$ cat src/rtl/div_pkg.sv
// Shared definitions for the sequential 32-bit divider.
package div_pkg;

  localparam int          DIV_STEPS = 32;
  localparam logic [31:0] DIVZ_Q    = 32'hFFFF_FFFF;

  typedef enum logic [1:0] {
    IDLE = 2'd0,
    CALC = 2'd1,
    FIX  = 2'd2,
    DONE = 2'd3
  } div_state_e;

  // Two's-complement magnitude when signed, raw value otherwise.
  // 0x80000000 stays 0x80000000, which is correct read as unsigned.
  function automatic logic [31:0] mag32(input logic [31:0] v, input logic is_signed);
    return (is_signed && v[31]) ? (~v + 32'd1) : v;
  endfunction

endpackage

$ cat src/rtl/div_step.sv
// One combinational restoring-division step.
module div_step
  import div_pkg::*;
(
  input  logic [32:0] i_rem,
  input  logic        i_dvd_bit,
  input  logic [31:0] i_divisor,
  output logic [32:0] o_rem,
  output logic        o_q_bit
);

  logic [33:0] w_shift;
  logic [33:0] w_trial;

  // Shift in the next dividend bit and keep the trial difference only if it did not go negative.
  always_comb begin
    w_shift = {i_rem, i_dvd_bit};
    w_trial = w_shift - {2'b00, i_divisor};
    o_q_bit = ~w_trial[33];
    o_rem   = o_q_bit ? w_trial[32:0] : w_shift[32:0];
  end

endmodule

$ cat src/rtl/div_32b_seq.sv
// Sequential 32-bit DIV/DIVU: quotient to LO (Q), remainder to HI (R).
//
// state | meaning
// IDLE  | waiting for start; accepts A/B/sign
// CALC  | one restoring step per clock, 32 steps on magnitudes
// FIX   | apply result signs and register Q/R
// DONE  | done pulse for one cycle, then back to IDLE
module div_32b_seq
  import div_pkg::*;
#(
  parameter int WIDTH = 32
) (
  input  logic             clk,
  input  logic             rst,
  input  logic             start,
  input  logic             sign,
  input  logic [WIDTH-1:0] A,
  input  logic [WIDTH-1:0] B,
  output logic             busy,
  output logic             done,
  output logic [WIDTH-1:0] Q,
  output logic [WIDTH-1:0] R,
  output logic             div_zero
);

  div_state_e  r_state;
  logic [32:0] r_rem;
  logic [31:0] r_dvd;
  logic [31:0] r_dvsr;
  logic [5:0]  r_count;
  logic        r_qneg;
  logic        r_rneg;
  logic        r_busy;
  logic        r_done;
  logic        r_dz;
  logic [31:0] r_q;
  logic [31:0] r_r;

  logic [32:0] w_rem_next;
  logic        w_q_bit;

  assign busy     = r_busy;
  assign done     = r_done;
  assign div_zero = r_dz;
  assign Q        = r_q;
  assign R        = r_r;

  // The dividend register doubles as the quotient: its MSB feeds the step, the new bit enters at the LSB.
  div_step u_step (
    .i_rem     (r_rem),
    .i_dvd_bit (r_dvd[31]),
    .i_divisor (r_dvsr),
    .o_rem     (w_rem_next),
    .o_q_bit   (w_q_bit)
  );

  // Control FSM, step counter, sign fix-up and registered outputs.
  always_ff @(posedge clk) begin
    if (rst) begin
      r_state <= IDLE;
      r_rem   <= '0;
      r_dvd   <= '0;
      r_dvsr  <= '0;
      r_count <= '0;
      r_qneg  <= 1'b0;
      r_rneg  <= 1'b0;
      r_busy  <= 1'b0;
      r_done  <= 1'b0;
      r_dz    <= 1'b0;
      r_q     <= '0;
      r_r     <= '0;
    end else begin
      case (r_state)
        IDLE: begin
          r_done <= 1'b0;
          if (start) begin
            if (B == 32'd0) begin
              r_q     <= DIVZ_Q;
              r_r     <= A;
              r_dz    <= 1'b1;
              r_done  <= 1'b1;
              r_state <= DONE;
            end else begin
              r_dvd   <= mag32(A, sign);
              r_dvsr  <= mag32(B, sign);
              r_qneg  <= sign & (A[31] ^ B[31]);
              r_rneg  <= sign & A[31];
              r_rem   <= '0;
              r_count <= '0;
              r_dz    <= 1'b0;
              r_busy  <= 1'b1;
              r_state <= CALC;
            end
          end
        end
        CALC: begin
          r_rem   <= w_rem_next;
          r_dvd   <= {r_dvd[30:0], w_q_bit};
          r_count <= r_count + 6'd1;
          if (r_count == 6'(DIV_STEPS - 1)) r_state <= FIX;
        end
        FIX: begin
          r_q     <= r_qneg ? (~r_dvd + 32'd1) : r_dvd;
          r_r     <= r_rneg ? (~r_rem[31:0] + 32'd1) : r_rem[31:0];
          r_busy  <= 1'b0;
          r_done  <= 1'b1;
          r_state <= DONE;
        end
        DONE: begin
          r_done  <= 1'b0;
          r_state <= IDLE;
        end
        default: r_state <= IDLE;
      endcase
    end
  end

endmodule

$ cat config.mk
export PLATFORM = sky130hd
export DESIGN_NAME = div_32b_seq
export DESIGN_NICKNAME = d
export VERILOG_FILES = /design/src/rtl/div_pkg.sv /design/src/rtl/div_step.sv /design/src/rtl/div_32b_seq.sv
export SDC_FILE = /design/constraint.sdc
export NUM_CORES = 1
export LEC_CHECK = 0
export BUFFER_PORTS_ARGS = -buffer_cell sky130_fd_sc_hd__buf_2
export CORE_UTILIZATION = 47
export CTS_BUF_LIST = sky130_fd_sc_hd__clkbuf_4
export CTS_CLUSTER_SIZE = 40
export DETAILED_ROUTE_END_ITERATION = 10
export GPL_TIMING_DRIVEN = 0
export PLACE_DENSITY_LB_ADDON = 0.1
export RECOVER_POWER = 25
export SLEW_MARGIN = 5
export SYNTH_ARGS = -nofsm -noshare
export SYNTH_HDL_FRONTEND = slang
export SYNTH_SLANG_ARGS = --single-unit
$ cat constraint.sdc
create_clock -name clk -period 4.55 [get_ports clk]
set_input_delay 0.91 -clock clk [delete_from_list [all_inputs] [get_ports clk]]
set_output_delay 0.91 -clock clk [all_outputs]
set_load 0.01 [all_outputs]
# Word-level counts from Yosys, hierarchy flattened
# Index checks and enable logic that the tools add are counted.
dict set report word_totals {
  regBits 174
  elab_cells 78
}
dict set report classes {
  reduce_logical 13
  n_eq_ne 8
  addsub 6
  mux 30
  bitwise 9
}
# operator n
set op_table {}
lappend op_table {{2-to-1 mux 32 bit} 10}
lappend op_table {{one-hot mux 32 bit (2 select lines)} 3}
lappend op_table {{adder 32 x 1 -> 32 bit, second input constant} 4}
lappend op_table {{inverter 32 bit} 4}
lappend op_table {{2-to-1 mux 33 bit} 3}
lappend op_table {{one-hot mux 33 bit (2 select lines)} 1}
lappend op_table {{subtractor 34 x 32 -> 34 bit} 1}
lappend op_table {{logical NOT 32 bit} 1}
lappend op_table {{2-to-1 mux 6 bit} 2}
lappend op_table {{one-hot mux 6 bit (2 select lines)} 1}
lappend op_table {{AND reduction 3 bit} 4}
lappend op_table {{!= test 2 bit, second input constant} 4}
lappend op_table {{one-hot mux 2 bit (4 select lines)} 1}
lappend op_table {{adder 6 x 1 -> 6 bit, second input constant} 1}
lappend op_table {{equality test 6 x 5 -> 1 bit, second input constant} 1}
lappend op_table {{2-to-1 mux 2 bit} 3}
lappend op_table {{equality test 2 bit, second input constant} 2}
lappend op_table {{2-to-1 mux 1 bit} 4}
lappend op_table {{AND reduction 2 bit} 2}
lappend op_table {{nonzero test 2 bit} 2}
lappend op_table {{one-hot mux 1 bit (3 select lines)} 1}
lappend op_table {{nonzero test 3 bit} 1}
lappend op_table {{AND 1 bit} 2}
lappend op_table {{equality test 2 x 1 -> 1 bit, second input constant} 1}
lappend op_table {{5 further kinds} 7}

# Longest topological paths before layout
dict set report logic_depth {
  ltp_word 6
  mapped_depth 13
  mapped_depth_nobuf 12
}

# Hierarchy
# A second synthesis with hierarchy kept.
dict set report unflattened {
  hier_cells 1560
  hier_area_um2 12014.0
}
# mod area_per_inst_um2 instances cells_each
set by_module_without_submodules {}
lappend by_module_without_submodules {div_32b_seq 9843.2 1 1232}
lappend by_module_without_submodules {div_step 2170.8 1 328}

# Worst setup path before layout
# OpenSTA, ideal clock, no wires.
dict set report synth_path {
  kind {in2reg}
  start {input port B[8]}
  end {register r_r[20] (netlist: R[20])}
  cell_stages 11
  path_slack_ps 1482
  setup_ps 128
  arrival_time_ps 2940
  cell_sequence {or4_4 nor4b_4 and4_1 buf_2 and3_1 buf_4 a31oi_1 clkbuf_1 buf_2 a21oi_1 nor2_1}
}
dict set report synth_between {
  elab_chain_cells 3
}
# element line
set synth_lines {}
lappend synth_lines {{from (decl)} div_32b_seq.sv:18} ;# input logic [WIDTH-1:0] B,
lappend synth_lines {{logical NOT 32 bit} div_32b_seq.sv:77} ;# if (B == 32'd0) begin
lappend synth_lines {{!= test 2 bit (no source line)} --}
lappend synth_lines {{AND reduction 3 bit (no source line)} --}
lappend synth_lines {{to (signal assigned)} div_32b_seq.sv:104} ;# r_r <= r_rneg ? (~r_rem[31:0] + 32'd1) : r_rem[31:0];
lappend synth_lines {{to (decl)} div_32b_seq.sv:37} ;# logic [31:0] r_r;
# No other way between the ends.
# A chain may end at the register's enable or synchronous reset.

# Final worst setup path
dict set report layout_path {
  start {register r_dvd[31]}
  end {register r_rem[30]}
}
dict set report layout_between {
  elab_chain_cells 3
}
# element line
set layout_lines {}
lappend layout_lines {{from (decl)} div_32b_seq.sv:28} ;# logic [31:0] r_dvd;
lappend layout_lines {{from (signal assigned)} div_32b_seq.sv:84} ;# r_dvd <= mag32(A, sign);
lappend layout_lines {{from (signal assigned)} div_32b_seq.sv:98} ;# r_dvd <= {r_dvd[30:0], w_q_bit};
lappend layout_lines {{subtractor 34 x 32 -> 34 bit} div_step.sv:18} ;# w_trial = w_shift - {2'b00, i_divisor};
lappend layout_lines {{2-to-1 mux 33 bit} div_step.sv:20} ;# o_rem = o_q_bit ? w_trial[32:0] : w_shift[32:0];
lappend layout_lines {{one-hot mux 33 bit (2 select lines)} div_32b_seq.sv:73} ;# case (r_state)
lappend layout_lines {{to (signal assigned)} div_32b_seq.sv:97} ;# r_rem <= w_rem_next;
lappend layout_lines {{to (decl)} div_32b_seq.sv:27} ;# logic [32:0] r_rem;
# No other way between the ends.

==> metrics.md <==
| Metric | Value |
|---|---|
| Outcome | `finished, final reports clean` |
| Fraction of the yosys area taken by sequential cells | `29.4%` |
| Mapped Area | `0.0118 sq mm` |
| Drt wl/cell | `18.0 um` |
| CP max-delay cell | `fa_1` |
| Max-cap violations | `0` |
| Setup CP Type | `flip-flop to flip-flop` |
| Crit-path max cell delay | `420 ps` |
| DRT antenna net count | `0` |
| RSZ-0062 raised after global routing | `false` |
| Synth cell count leaders | `nand2_1, dfxtp_1, nor2_1` |
| Crit path DAT | `4230 ps` |
| Row count | `57` |
| Dpl cell area | `0.0129 sq mm` |
| Layout area overhead | `10.8%` |
| Simple-gate share of the synthesized area | `20.0%` |
| Clock sinks | `174` |
| Clock Tree Buf Depth | `2` |
| Synth warn | `0` |
| Setup Viol. Count Final | `0` |
| Vias | `11165` |
| Horiz. Die Dim | `161 um` |
| Clock buffer count from CTS | `17` |
| Die Area | `0.0258 sq mm` |
| Worst path cell trace | `inv_1 -> ha_1 -> inv_1 -> fa_1 -> a211oi_1 -> o21ai_1 -> a41o_1 -> a31oi_1 -> a221oi_1 -> a221oi_1 -> xnor2_1 -> a221o_1` |
| Min Tclk post-route | `3710 ps` |
| Detailed-route DRC error count | `0` |
| Number of H-tree levels | `4` |
| Hold_buf cts | `0` |
| Clk_skew | `32.6 ps` |
| Syn nets | `1620` |
| I/O pin cnt | `135` |
| Req. time, crit path | `5070 ps` |
| Synth top area share | `29.4%` |
| Worst path bufs/invs | `2` |
| HP Class | `flip-flop to flip-flop` |
| Compound-Gate Fraction of Synth Area | `26.8%` |
| Mux cell area share after synthesis | `2.37%` |
| Worst setup SP type | `flip-flop` |
| Xor and xnor area share after synthesis | `11.0%` |
| First-pass GRT wire length | `56800 um` |
| Final Hold Fails | `0` |
| CTS-repair resized insts | `0` |
| Achievable Freq | `270 MHz` |
| Synth async-reset ratio | `0%` |
| Share of synthesized cell area in full adder, half adder and majority cells | `4.61%` |
| Top Family by Delay on Critical Path | `compound AO/OA/AOI/OAI gates` |
| Post-synthesis cell type count | `72` |
| CP endpoint kind | `flip-flop` |
| Share of layout cells above drive strength 1 | `11.3%` |
| Most frequent cell after synthesis | `nand2_1` |
| Worst Tran Pin Value | `1030 ps` |
| Largest family of logic cells by synthesized area | `compound AO/OA/AOI/OAI gates` |
| Main synth FF type | `dfxtp_1` |
| Layout Nets | `1772` |
| Post-Synthesis Cells | `1509` |
| Gr usage total | `28.0%` |
| Clock Latency Late Sink | `620 ps` |
| Leading post-synthesis cells by cell area | `dfxtp_1, xor2_1, nand2_1, nor2_1, a21oi_1` |
| Final Routed Wirelength | `36100 um` |
| Largest area contributor in the netlist | `dfxtp_1` |
| Core area | `0.0245 sq mm` |
| Post-synth EDFFs | `0` |
| Reg clk slew, reported paths | `180 ps` |
| Finished Core Util | `53.4%` |
| Setup_tns | `0 ps` |
| Post-CTS setup buffers | `0` |
| Routed vias/inst | `5.59` |
| Register bit count reported by yosys | `174` |
| Gpl congestion | `0.933` |
| CTS tree | `built` |
| Maximum vdd drop | `213 uV` |
| Initial antenna violation count | `2` |
| HPWL Detailed | `28800 um` |
| Slew Viols, Final | `0` |
| Port bufs | `133` |
| Root Driver | `clkbuf_4` |
| Largest net degree at the start of global routing | `19` |
| Die Y | `161 um` |
| Tot Pwr | `6.04 mW` |
| Final Instance Area | `0.0131 sq mm` |
| Initial Util | `48.2%` |
| Leak | `4.79 nW` |
| Syn_area_per_cell | `7.84 sq um` |
| DR iter-0 viols | `705` |
| Total gr overflow | `0` |
| Period utilization | `81.5%` |
| Vias in the first global route | `10650` |
| Rel. slew slack | `31.5%` |
| PwrDens | `461 mW/mm^2` |
| TritonRoute pass-1 iters | `4` |
| CP max FO | `4` |
## placed cells by master, fill, tap and decap left out, types with 9 or more instances in the layout
| master | instances |
|---|---|
| a311oi_2 | 32 |
| nor3_1 | 18 |
| dfxtp_1 | 174 |
| a211oi_1 | 49 |
| nor4_1 | 16 |
| nor2b_1 | 9 |
| nand2b_1 | 12 |
| clkbuf_1 | 129 |
| ha_1 | 42 |
| a31oi_1 | 11 |
| and3_1 | 10 |
| o31ai_1 | 26 |
| buf_2 | 86 |
| a21oi_1 | 112 |
| xor2_1 | 95 |
| nand2_1 | 198 |
| o21ai_0 | 77 |
| nand4_1 | 11 |
| o211ai_1 | 23 |
| o21ai_1 | 24 |
| a21o_1 | 14 |
| nand3_1 | 20 |
| mux2i_1 | 28 |
| and2_1 | 16 |
| nor2_1 | 168 |
| o41ai_1 | 16 |
| inv_1 | 55 |
| clkbuf_4 | 17 |
| xnor2_1 | 54 |
## power by group
group	internal (mW)	switching, mW	total [mW]
logic	1.07	1.99	3.06
clock network	0.248	0.667	0.915
registers	1.82	0.245	2.07
## through the flow
step	setup WS [ps]	std cells	hold slack, ps
2_1_floorplan	1480	1509	432
3_3_place_gp	715	1966	440
3_5_place_dp	687	1966	449
4_1_cts	895	1998	469
5_1_grt	628	1999	490
6_report	842	1999	465
## flip-flops by register name, summed over array words and instances (netlist names)
register and flops:
R 32, div_zero 1, Q 32, r_qneg 1, r_state 2, r_dvsr 32, r_count 6, done 1
r_dvd 32, busy 1, r_rem 33, r_rneg 1
## path summary, 6_finish.rpt
path              from        end  slack [ps]  cells after the start
max          r_dvd[31]  r_rem[30]         840                     12
min              R[12]      R[12]         470                      2
max reg2reg  r_dvd[31]  r_rem[30]         840                     12
min reg2reg      R[12]      R[12]         470                      2
## routing by layer
layer / GRT usage [%] / vias up / part of all wire, %
met2: 50.9 / 266 / 50
met1: 34.2 / 5144 / 44
met4: 8.10 / 2 / 2.3
li1: - / 5693 / -
met3: 3.59 / 60 / 3.6
met5: 0 / - / 0.036
## worst min-delay path, cell delays in order, from the launching register on
cell and delay [ps]:
dfxtp_1 340, nand2_1 50, a21oi_1 50
## kinds of logic after synthesis
group | after synthesis
buffers and inverters | 154
DFF | 174
xor gates and xnor gates | 149
adders and majority gates | 43
and+or+nand+nor | 517
AOI/OAI and AO/OA | 444
muxes | 28
## layout make-up
class	instances	area, sq um
Fill cell	2526	11400
Clock buffer	17	128
Tap cell	324	405
Multi-Input combinational cell	1181	7670
Sequential cell	174	3480
Clock inverter	15	146
Timing Repair Buffer	133	591
Antenna cell	1	2.50
Buffer	99	474
Inverter	55	206
No activity file was read; power rests on OpenSTA's default activity.
